==> src/rtl/rs_issue_scheduler_pkg.sv <==
// Shared types and defaults for the reservation-station issue scheduler.
package rs_issue_scheduler_pkg;

    localparam int RS_ENTRIES = 8;

    typedef enum logic [1:0] {
        RS_FREE    = 2'd0,
        RS_WAITING = 2'd1,
        RS_READY   = 2'd2,
        RS_ISSUED  = 2'd3
    } rs_slot_state_e;

endpackage

==> src/rtl/rs_issue_scheduler_rr_picker.sv <==
// Find-first-set over a request vector, searching upward from a start
// pointer with wrap-around.
module rs_issue_scheduler_rr_picker #(
    parameter int N = 8,
    localparam int IDX_W = $clog2(N)
) (
    input  logic [N-1:0]     req,
    input  logic [IDX_W-1:0] start,
    output logic             found,
    output logic [IDX_W-1:0] index
);

    logic [IDX_W-1:0] pos;

    always_comb begin
        found = 1'b0;
        index = '0;
        pos   = '0;
        for (int k = 0; k < N; k++) begin
            pos = start + IDX_W'(k);
            if (!found && req[pos]) begin
                found = 1'b1;
                index = pos;
            end
        end
    end

endmodule

==> src/rtl/rs_issue_scheduler.sv <==
// RS slot lifecycle tracker with registered round-robin issue select.
// Define RS_SCHED_PERF_EN to add stall_cycles/issue_count counters.
module rs_issue_scheduler #(
    parameter int RS_ENTRIES = rs_issue_scheduler_pkg::RS_ENTRIES,
    localparam int IDX_W = $clog2(RS_ENTRIES)
) (
    input  logic             clk,
    input  logic             rst,
    input  logic             flush,
    input  logic             alloc_en,
    input  logic [IDX_W-1:0] alloc_index,
    input  logic             alloc_rdy,
    input  logic             wake_en,
    input  logic [IDX_W-1:0] wake_index,
    output logic             issue_valid,
    output logic [IDX_W-1:0] issue_index,
    input  logic             issue_ready,
    input  logic             free_en,
    input  logic [IDX_W-1:0] free_index,
    output logic [IDX_W:0]   occupancy,
    output logic             full,
    output logic             err_sticky
`ifdef RS_SCHED_PERF_EN
    ,
    output logic [31:0]      stall_cycles,
    output logic [31:0]      issue_count
`endif
);

    import rs_issue_scheduler_pkg::*;

    rs_slot_state_e   state_q [RS_ENTRIES];
    rs_slot_state_e   state_d [RS_ENTRIES];
    logic             issue_valid_q, issue_valid_d;
    logic [IDX_W-1:0] issue_index_q, issue_index_d;
    logic [IDX_W-1:0] rr_q, rr_d;
    logic [IDX_W:0]   occ_q, occ_d;
    logic             full_q, full_d;
    logic             err_q, err_d;

    logic                  accept;
    logic [RS_ENTRIES-1:0] req;
    logic [IDX_W-1:0]      start;
    logic                  found;
    logic [IDX_W-1:0]      pick;

    assign accept = issue_valid_q & issue_ready;

    // All per-slot decisions look at start-of-cycle state only.
    always_comb begin
        err_d = err_q;
        occ_d = '0;
        for (int i = 0; i < RS_ENTRIES; i++) begin
            state_d[i] = state_q[i];
            if (accept && issue_index_q == IDX_W'(i)
                && state_q[i] == RS_READY) begin
                state_d[i] = RS_ISSUED;
            end
            if (wake_en && wake_index == IDX_W'(i)
                && !(alloc_en && alloc_index == IDX_W'(i))
                && state_q[i] == RS_WAITING) begin
                state_d[i] = RS_READY;
            end
            if (alloc_en && alloc_index == IDX_W'(i)) begin
                if (state_q[i] == RS_FREE) begin
                    state_d[i] = alloc_rdy ? RS_READY : RS_WAITING;
                end else begin
                    err_d = 1'b1;
                end
            end
            if (free_en && free_index == IDX_W'(i)) begin
                if (state_q[i] == RS_ISSUED) begin
                    state_d[i] = RS_FREE;
                end else begin
                    err_d = 1'b1;
                end
            end
            if (state_d[i] != RS_FREE) begin
                occ_d = occ_d + 1'b1;
            end
        end
        if (flush) begin
            for (int i = 0; i < RS_ENTRIES; i++) begin
                state_d[i] = RS_FREE;
            end
            err_d = 1'b0;
            occ_d = '0;
        end
        full_d = (occ_d == (IDX_W+1)'(RS_ENTRIES));
    end

    // Candidates exclude the slot leaving READY via this cycle's accept.
    always_comb begin
        for (int i = 0; i < RS_ENTRIES; i++) begin
            req[i] = (state_q[i] == RS_READY)
                   && !(accept && issue_index_q == IDX_W'(i));
        end
        start = accept ? issue_index_q + 1'b1 : rr_q;
    end

    rs_issue_scheduler_rr_picker #(
        .N(RS_ENTRIES)
    ) u_picker (
        .req  (req),
        .start(start),
        .found(found),
        .index(pick)
    );

    always_comb begin
        rr_d          = accept ? start : rr_q;
        issue_valid_d = issue_valid_q;
        issue_index_d = issue_index_q;
        if (!(issue_valid_q && !issue_ready)) begin
            issue_valid_d = found;
            issue_index_d = pick;
        end
        if (flush) begin
            rr_d          = '0;
            issue_valid_d = 1'b0;
            issue_index_d = '0;
        end
    end

    always_ff @(posedge clk or posedge rst) begin
        if (rst) begin
            for (int i = 0; i < RS_ENTRIES; i++) begin
                state_q[i] <= RS_FREE;
            end
            issue_valid_q <= 1'b0;
            issue_index_q <= '0;
            rr_q          <= '0;
            occ_q         <= '0;
            full_q        <= 1'b0;
            err_q         <= 1'b0;
        end else begin
            state_q       <= state_d;
            issue_valid_q <= issue_valid_d;
            issue_index_q <= issue_index_d;
            rr_q          <= rr_d;
            occ_q         <= occ_d;
            full_q        <= full_d;
            err_q         <= err_d;
        end
    end

    assign issue_valid = issue_valid_q;
    assign issue_index = issue_index_q;
    assign occupancy   = occ_q;
    assign full        = full_q;
    assign err_sticky  = err_q;

`ifdef RS_SCHED_PERF_EN
    logic [31:0] stall_q, stall_d;
    logic [31:0] cnt_q, cnt_d;

    always_comb begin
        stall_d = stall_q;
        cnt_d   = cnt_q;
        if (flush) begin
            stall_d = '0;
            cnt_d   = '0;
        end else begin
            if (issue_valid_q && !issue_ready && stall_q != '1) begin
                stall_d = stall_q + 32'd1;
            end
            if (accept && cnt_q != '1) begin
                cnt_d = cnt_q + 32'd1;
            end
        end
    end

    always_ff @(posedge clk or posedge rst) begin
        if (rst) begin
            stall_q <= '0;
            cnt_q   <= '0;
        end else begin
            stall_q <= stall_d;
            cnt_q   <= cnt_d;
        end
    end

    assign stall_cycles = stall_q;
    assign issue_count  = cnt_q;
`endif

endmodule

==> config.mk <==
export PLATFORM = sky130hd
export DESIGN_NAME = rs_issue_scheduler
export DESIGN_NICKNAME = d
export VERILOG_FILES = /design/src/rtl/rs_issue_scheduler_pkg.sv /design/src/rtl/rs_issue_scheduler_rr_picker.sv /design/src/rtl/rs_issue_scheduler.sv
export SDC_FILE = /design/constraint.sdc
export NUM_CORES = 1
export LEC_CHECK = 0
export CAP_MARGIN = 40
export CORE_UTILIZATION = 56
export DETAILED_ROUTE_END_ITERATION = 7
export DONT_BUFFER_PORTS = 1
export HOLD_SLACK_MARGIN = 0.05
export PLACE_DENSITY = 0.77
export SETUP_SLACK_MARGIN = 0.02
export SYNTH_ARGS = -nofsm -noshare
export SYNTH_HDL_FRONTEND = slang
export SYNTH_SLANG_ARGS = --single-unit
==> constraint.sdc <==
create_clock -name clk -period 9.2 [get_ports clk]
set_clock_uncertainty 0.05 [all_clocks]
set_input_delay 1.84 -clock clk [delete_from_list [all_inputs] [get_ports clk]]
set_output_delay 1.84 -clock clk [all_outputs]
set_load 0.01 [all_outputs]
=== After elaboration in Yosys (flattened, before gate mapping) ===
Index checks and enable logic that the tools add are counted.

* Bits in registers: 29
* Input port bits: 17
* Output and inout port bits: 10
* Logic and storage cells: 340

* $add $sub $neg: 15
* $lt $le $gt $ge: 8
* Equality and inequality tests: 54
* Multiplexer cells: 131
* Bitwise logic cells: 1
* Reductions and logical operators: 117

{| class="wikitable"
|+ Operator list
! operator !! count
|-
| $mux W2 || 49
|-
| $logic_and A1 B1 Y1 || 72
|-
| $mux W1 || 52
|-
| $eq A3 B3 Y1 const B || 16
|-
| $mux W3 || 13
|-
| $eq A2 B2 Y1 const B || 16
|-
| $lt A3 B4 Y1 const B || 8
|-
| $mux W4 || 8
|-
| $add A4 B1 Y4 const B || 7
|-
| $bmux W1 S3 || 8
|-
| $eq A3 B2 Y1 const B || 8
|-
| $logic_not A1 Y1 || 24
|-
| $reduce_bool A2 Y1 || 9
|-
| $eq A2 B1 Y1 const B || 8
|-
| $logic_not A2 Y1 || 8
|-
| $mux W16 || 1
|-
| $add A3 B3 Y3 const B || 4
|-
| $eq A3 B1 Y1 const B || 4
|-
| $logic_not A3 Y1 || 4
|-
| $add A3 B1 Y3 const B || 2
|-
| $add A3 B2 Y3 const B || 2
|-
| $eq A4 B4 Y1 const B || 1
|-
| $ne A2 B2 Y1 const B || 1
|-
| $and A1 B1 Y1 || 1
|}

=== Depth between registers and ports, before layout ===
* Depth in word-level cells: 34
* Depth in mapped cells: 23
* Gate-level depth less buffers: 23

=== By module ===
Synthesis repeated with hierarchy kept, for this count alone.

* Cell total of the unflattened synthesis: 429
* Area, all modules: 3,661.0 um^2

{| class="wikitable"
|+ Modules (own cells, without submodules)
! module !! times used !! cells each !! area each (um^2) !! seq. area each (um^2)
|-
| rs_issue_scheduler || 1 || 308 || 2,580.0 || 725.7
|-
| rs_issue_scheduler_rr_picker || 1 || 121 || 1,081.0 || 0.0
|}

=== Worst setup path after synthesis ===
No wires, ideal clock.

* Path type: input to register
* Start point: input port free_index[1]
* End point: register full_q, in the netlist full
* Setup time: 0.101 ns
* Arrival time: 6.150 ns
* Required time: 9.049 ns
* Path slack: 2.899 ns
* Stages: 21
* Buffers on the path: 1
* Path through: clkbuf_1 -> nor4_1 -> nor2_1 -> ha_1 -> a21boi_0 -> a21oi_1 -> ha_1 -> o21ai_0 -> o21ai_1 -> ha_1 -> mux2_2 -> ha_1 -> mux2_2 -> ha_1 -> mux2_2 -> ha_1 -> nand2_1 -> xor2_1 -> xnor2_1 -> a21oi_1 -> nor4_1

* Word-level cells in the longest chain between the ends: 21
* Elaborated cells between the ends (all ways): 49
* Those cells by class: add/sub (7); eq/ne (8); mux (17); reduce/logical (17)

{| class="wikitable"
|+ RTL lines
! element !! line !! text
|-
| start: declaration || rs_issue_scheduler.sv:19 || <nowiki>input logic [IDX_W-1:0] free_index,</nowiki>
|-
| $logic_not A3 Y1 || rs_issue_scheduler.sv:71 || <nowiki>if (free_en && free_index == IDX_W'(i)) begin</nowiki>
|-
| $logic_and A1 B1 Y1 || rs_issue_scheduler.sv:71 ||
|-
| $mux W2 || rs_issue_scheduler.sv:71 ||
|-
| $reduce_bool A2 Y1 || rs_issue_scheduler.sv:78 || <nowiki>if (state_d[i] != RS_FREE) begin</nowiki>
|-
| $mux W1 || rs_issue_scheduler.sv:78 ||
|-
| $add A4 B1 Y4 || rs_issue_scheduler.sv:79 || <nowiki>occ_d = occ_d + 1'b1;</nowiki>
|-
| $mux W4 || rs_issue_scheduler.sv:78 ||
|-
| $add A4 B1 Y4 || rs_issue_scheduler.sv:79 ||
|-
| (+6 left out) || -- ||
|-
| $mux W4 || rs_issue_scheduler.sv:78 ||
|-
| $add A4 B1 Y4 || rs_issue_scheduler.sv:79 ||
|-
| $mux W4 || rs_issue_scheduler.sv:78 ||
|-
| $add A4 B1 Y4 || rs_issue_scheduler.sv:79 ||
|-
| $mux W4 (*) || rs_issue_scheduler.sv:78 ||
|-
| $mux W4 (*) || rs_issue_scheduler.sv:82 || <nowiki>if (flush) begin</nowiki>
|-
| $eq A4 B4 Y1 (*) || rs_issue_scheduler.sv:89 || <nowiki>full_d = (occ_d == (IDX_W+1)'(RS_ENTRIES));</nowiki>
|-
| named net full_d || rs_issue_scheduler.sv:38 || <nowiki>logic full_q, full_d;</nowiki>
|-
| end signal: assignment || rs_issue_scheduler.sv:142 || <nowiki>full_q <= full_d;</nowiki>
|-
| end: declaration || rs_issue_scheduler.sv:38 ||
|}

The timed path passes the listed nets; every way through them passes the cells marked *.
A chain may end at the register's enable or synchronous reset.

=== Worst setup path after layout ===
* Start point: input port free_en
* End point: register full_q, in the netlist full

* Word-level cells in the longest chain between the ends: 20
* Elaborated cells between the ends (all ways): 41
* Those cells by class: add/sub (7); eq/ne (1); mux (17); reduce/logical (16)

{| class="wikitable"
|+ RTL lines
! element !! line !! text
|-
| start: declaration || rs_issue_scheduler.sv:18 || <nowiki>input logic free_en,</nowiki>
|-
| $logic_and A1 B1 Y1 || rs_issue_scheduler.sv:71 ||
|-
| $mux W2 || rs_issue_scheduler.sv:71 ||
|-
| $reduce_bool A2 Y1 || rs_issue_scheduler.sv:78 ||
|-
| $mux W1 || rs_issue_scheduler.sv:78 ||
|-
| $add A4 B1 Y4 || rs_issue_scheduler.sv:79 ||
|-
| $mux W4 || rs_issue_scheduler.sv:78 ||
|-
| $add A4 B1 Y4 || rs_issue_scheduler.sv:79 ||
|-
| $mux W4 || rs_issue_scheduler.sv:78 ||
|-
| (+5 left out) || -- ||
|-
| $mux W4 || rs_issue_scheduler.sv:78 ||
|-
| $add A4 B1 Y4 || rs_issue_scheduler.sv:79 ||
|-
| $mux W4 || rs_issue_scheduler.sv:78 ||
|-
| $add A4 B1 Y4 || rs_issue_scheduler.sv:79 ||
|-
| $mux W4 (*) || rs_issue_scheduler.sv:78 ||
|-
| $mux W4 (*) || rs_issue_scheduler.sv:82 ||
|-
| $eq A4 B4 Y1 (*) || rs_issue_scheduler.sv:89 ||
|-
| named net full_d || rs_issue_scheduler.sv:38 ||
|}

Marked as above.

==> flow_summary.toml <==
[timing]
worstMarginPinSlew_ns = 0.887
setup_violations = 0
grt_setup_unrepaired = "false"
slew_headroom_pct = 40.0
setup-tns-final_ns = 0
final_max_slew_viol_count = 0
whs_ns = 0.534
fmax_ghz = 0.155
period_minus_slack_ns = 6.47
hold_viol_final = 0
fin_crit_sh_pct = 70.3
setup_ws_ns = 2.73

[cells_and_area]
multi_input_area_um2 = 2520
fillerInstances = 550
antenna_cells = 0
nets = 456
post-route-util_pct = 59.4
fin_cells = 499
layout-area-overhead-vs-synth_pct = 2.63
final_area_um2 = 3510
layout.area.seq_um2 = 726
drive_above_1_share_pct = 8.96

[critical_path]
end_kind = "flip-flop"
arrival_ns = 6.62
endpoint = "full"
slowest_stage = "ha_1"
slowest_delay_ns = 0.40
crit-reg2reg-launch = "state_q[12]"
worstSetupPathType = "input pin to flip-flop"
r2r_end = "full"
startpoint = "free_en"
crit_top_cell = "ha_1"
path_cells = "nor2b_1, nor3b_1, and3_1, a21oi_1, ha_1, a21boi_0, a21oi_1, ha_1, o21ai_0, o21ai_1, ha_1, mux2_2, ha_1, mux2_2, ha_1, mux2_2, ha_1, nand2_1, xor2_1, xnor2_1, a21oi_1, nor4_1"
crit_fanout = 7
rrSetupSlack_ns = 3.94
reg2reg_depth = 21
start_kind = "input pin"
critPathRequiredTime_ns = 9.35

[global_routing]
met3_usage_pct = 5.45
antenna_found_initial = 0
grt_use_met1_pct = 38.1
grt_use_met2_pct = 49.4
grt_busiest_layer = "met2"
grt_pass1_vias = 3121
grt_usage_pct = 29.9
grt_max_degree = 30
grt_pass1_wl_um = 14900
grt.overflow.total = 0

[placed_design]
io_buffers = 0
post-dp-hpwl_um = 6850
place_ws_ns = 2.53
dpl.cell_count = 491
gp_congestion = 0.939
placed_cell_area_um2 = 3420

[synthesis]
synth_area_um2 = 3420
ys_types = 76
syn_inst = 438
syn_avg_cell_area_um2 = 7.82
synth_edf_count = 0
ys_ff_latch = 29
ys_seq_area_share_pct = 21.2
synth-main-ff-cell = "dfrtp_1"
synthArstFlopShare_pct = 100
ys_warn_count = 0
synthesis.nets = 471

[power]
ir_drop_mv = 0.139
swShare_pct = 47.1
p_int_mw = 0.422
comb_power_share_pct = 63.1
leakage_nw = 1.41
seq_power_share_pct = 22.9
p_clk_share_pct = 14.0
power.total_mw = 0.798
p_per_area_nw_per_um2 = 227
netSwitchingPower_mw = 0.376

[cts]
clkLatencyLatePin_ns = 0.29
cts_hold_buf = 0
htree_levels = 2
cts_setup_buffers = 0
clkTransAtPathRegs_ns = 0.08
cts_sinks = 29
post_cts_resize_count = 0
clk_path_buf_depth = 2
numCtsBuffers = 5
cts_tree = "done"
cts_root_buffer = "clkbuf_8"

[floorplanning]
die_x_um = 80.2
core_area_um2 = 5920
boundaryPins = 27
die_y_um = 80.2
rows = 28
initial_utilization_pct = 57.8
fp.dieArea_um2 = 6430

[route]
detail_route.first_pass.iterations = 8
vias_per_cell = 6.71
wl_per_cell_um = 18.2
initialDrtViolationCount = 288
final_antenna_net_count = 0
via_count = 3347
drcViolationCount = 1
wirelength_um = 9110

[outcome]
violations = "DRC"
status = "finished, violations left"

[hold_path]
min_path_type = "flip-flop to flip-flop"
whs_path_depth = 2

[flow_run]
drv_cap = 0
-- cells by family (layout without fill, tap and decap cells) --
family	count (synthesis)	count (layout)	share of synthesized area, %
flops	29	29	21.2
compound gates	120	120	23.6
xor+xnor	15	15	5.19
simple gates	188	188	29.6
mux	27	27	9.24
fa+ha+maj	16	16	5.85
buf+inv	43	29	5.33
-- metal layers --
metal | share of wire [%] | routed length [um]
met1 | 43 | 3950
met2 | 47 | 4300
met3 | 6.3 | 572
met4 | 3.1 | 286
met5 | 0 | 0
-- power by group through the flow --
| stage | combinational [mW] | sequential (mW) | clock, mW |
|---|---|---|---|
| final | 0.504 | 0.183 | 0.112 |
| after global routing | 0.562 | 0.187 | 0.117 |
| after global placement | 0.484 | 0.184 | 0 |
| after CTS | 0.499 | 0.183 | 0.112 |
| after detailed placement | 0.496 | 0.185 | 0 |
| after floorplan | 0.428 | 0.171 | 0 |
-- placed cells by master (no fill, tap or decap), drive strengths merged, types with 5 or more instances in the layout --
master  Yosys  routed
o211ai      7       7
inv        19      19
xnor2       8       8
nand2      32      32
nor3       19      19
dfrtp      29      29
nor2b       6       6
clkbuf     14       5
a31oi       8       8
nand4       7       7
nor2       53      53
a211oi      5       5
xor2        5       5
nand2b     10      10
mux2i      15      15
o21ai      21      21
nor4        6       6
ha         16      16
mux2       11      11
a21oi      36      36
and3        6       6
nand3      13      13
-- worst max-delay path: cells and delay by family --
| family | cells | cell delay [ns] |
|---|---|---|
| AND/OR/NAND/NOR | 5 | 0.95 |
| AO/OA/AOI/OAI | 6 | 0.80 |
| XOR/XNOR | 2 | 0.36 |
| multiplexers | 3 | 0.86 |
| adder cells (fa/ha/maj) | 6 | 1.81 |
-- how the worst min path moves through the flow --
stage	start	to
2_1_floorplan	err_sticky	err_sticky
3_3_place_gp	err_sticky	err_sticky
3_5_place_dp	state_q[6]	state_q[6]
4_1_cts	state_q[6]	state_q[6]
5_1_grt	state_q[2]	state_q[2]
6_report	state_q[6]	state_q[6]
-- final cells by class --
class / count / area share, %
multi-input combinational: 366 / 71.6
inverter: 20 / 2.28
sequential: 29 / 20.6
clock inverter: 3 / 0.641
timing repair buffer: 1 / 0.214
clock buffer: 5 / 1.96
tap: 75 / 2.67
-- cells in the mapped netlist, types with 5 or more instances --
| cell | count | area [um^2] |
|---|---|---|
| o21ai_0 | 18 | 90.1 |
| nand4_1 | 7 | 43.8 |
| and3_1 | 6 | 37.5 |
| nand2_1 | 31 | 116 |
| clkbuf_1 | 14 | 52.6 |
| mux2i_1 | 12 | 120 |
| o211ai_1 | 6 | 45.0 |
| dfrtp_1 | 29 | 726 |
| nor2_1 | 53 | 199 |
| nand2b_1 | 10 | 62.6 |
| ha_1 | 16 | 200 |
| nor4_1 | 6 | 37.5 |
| nor2b_1 | 6 | 37.5 |
| xnor2_1 | 7 | 61.3 |
| xor2_1 | 5 | 43.8 |
| inv_1 | 18 | 67.6 |
| a31oi_1 | 8 | 50.1 |
| a21oi_1 | 36 | 180 |
| nor3_1 | 19 | 95.1 |
| nand3_1 | 13 | 65.1 |
| mux2_2 | 11 | 124 |
-- flip-flops by register name (all words and copies together) (netlist names) --
register	cells
state_q	16
full	1
rr_q	3
issue_index	3
issue_valid	1
err_sticky	1
occupancy	4
Note: power is estimated with default switching activity, not from simulation.
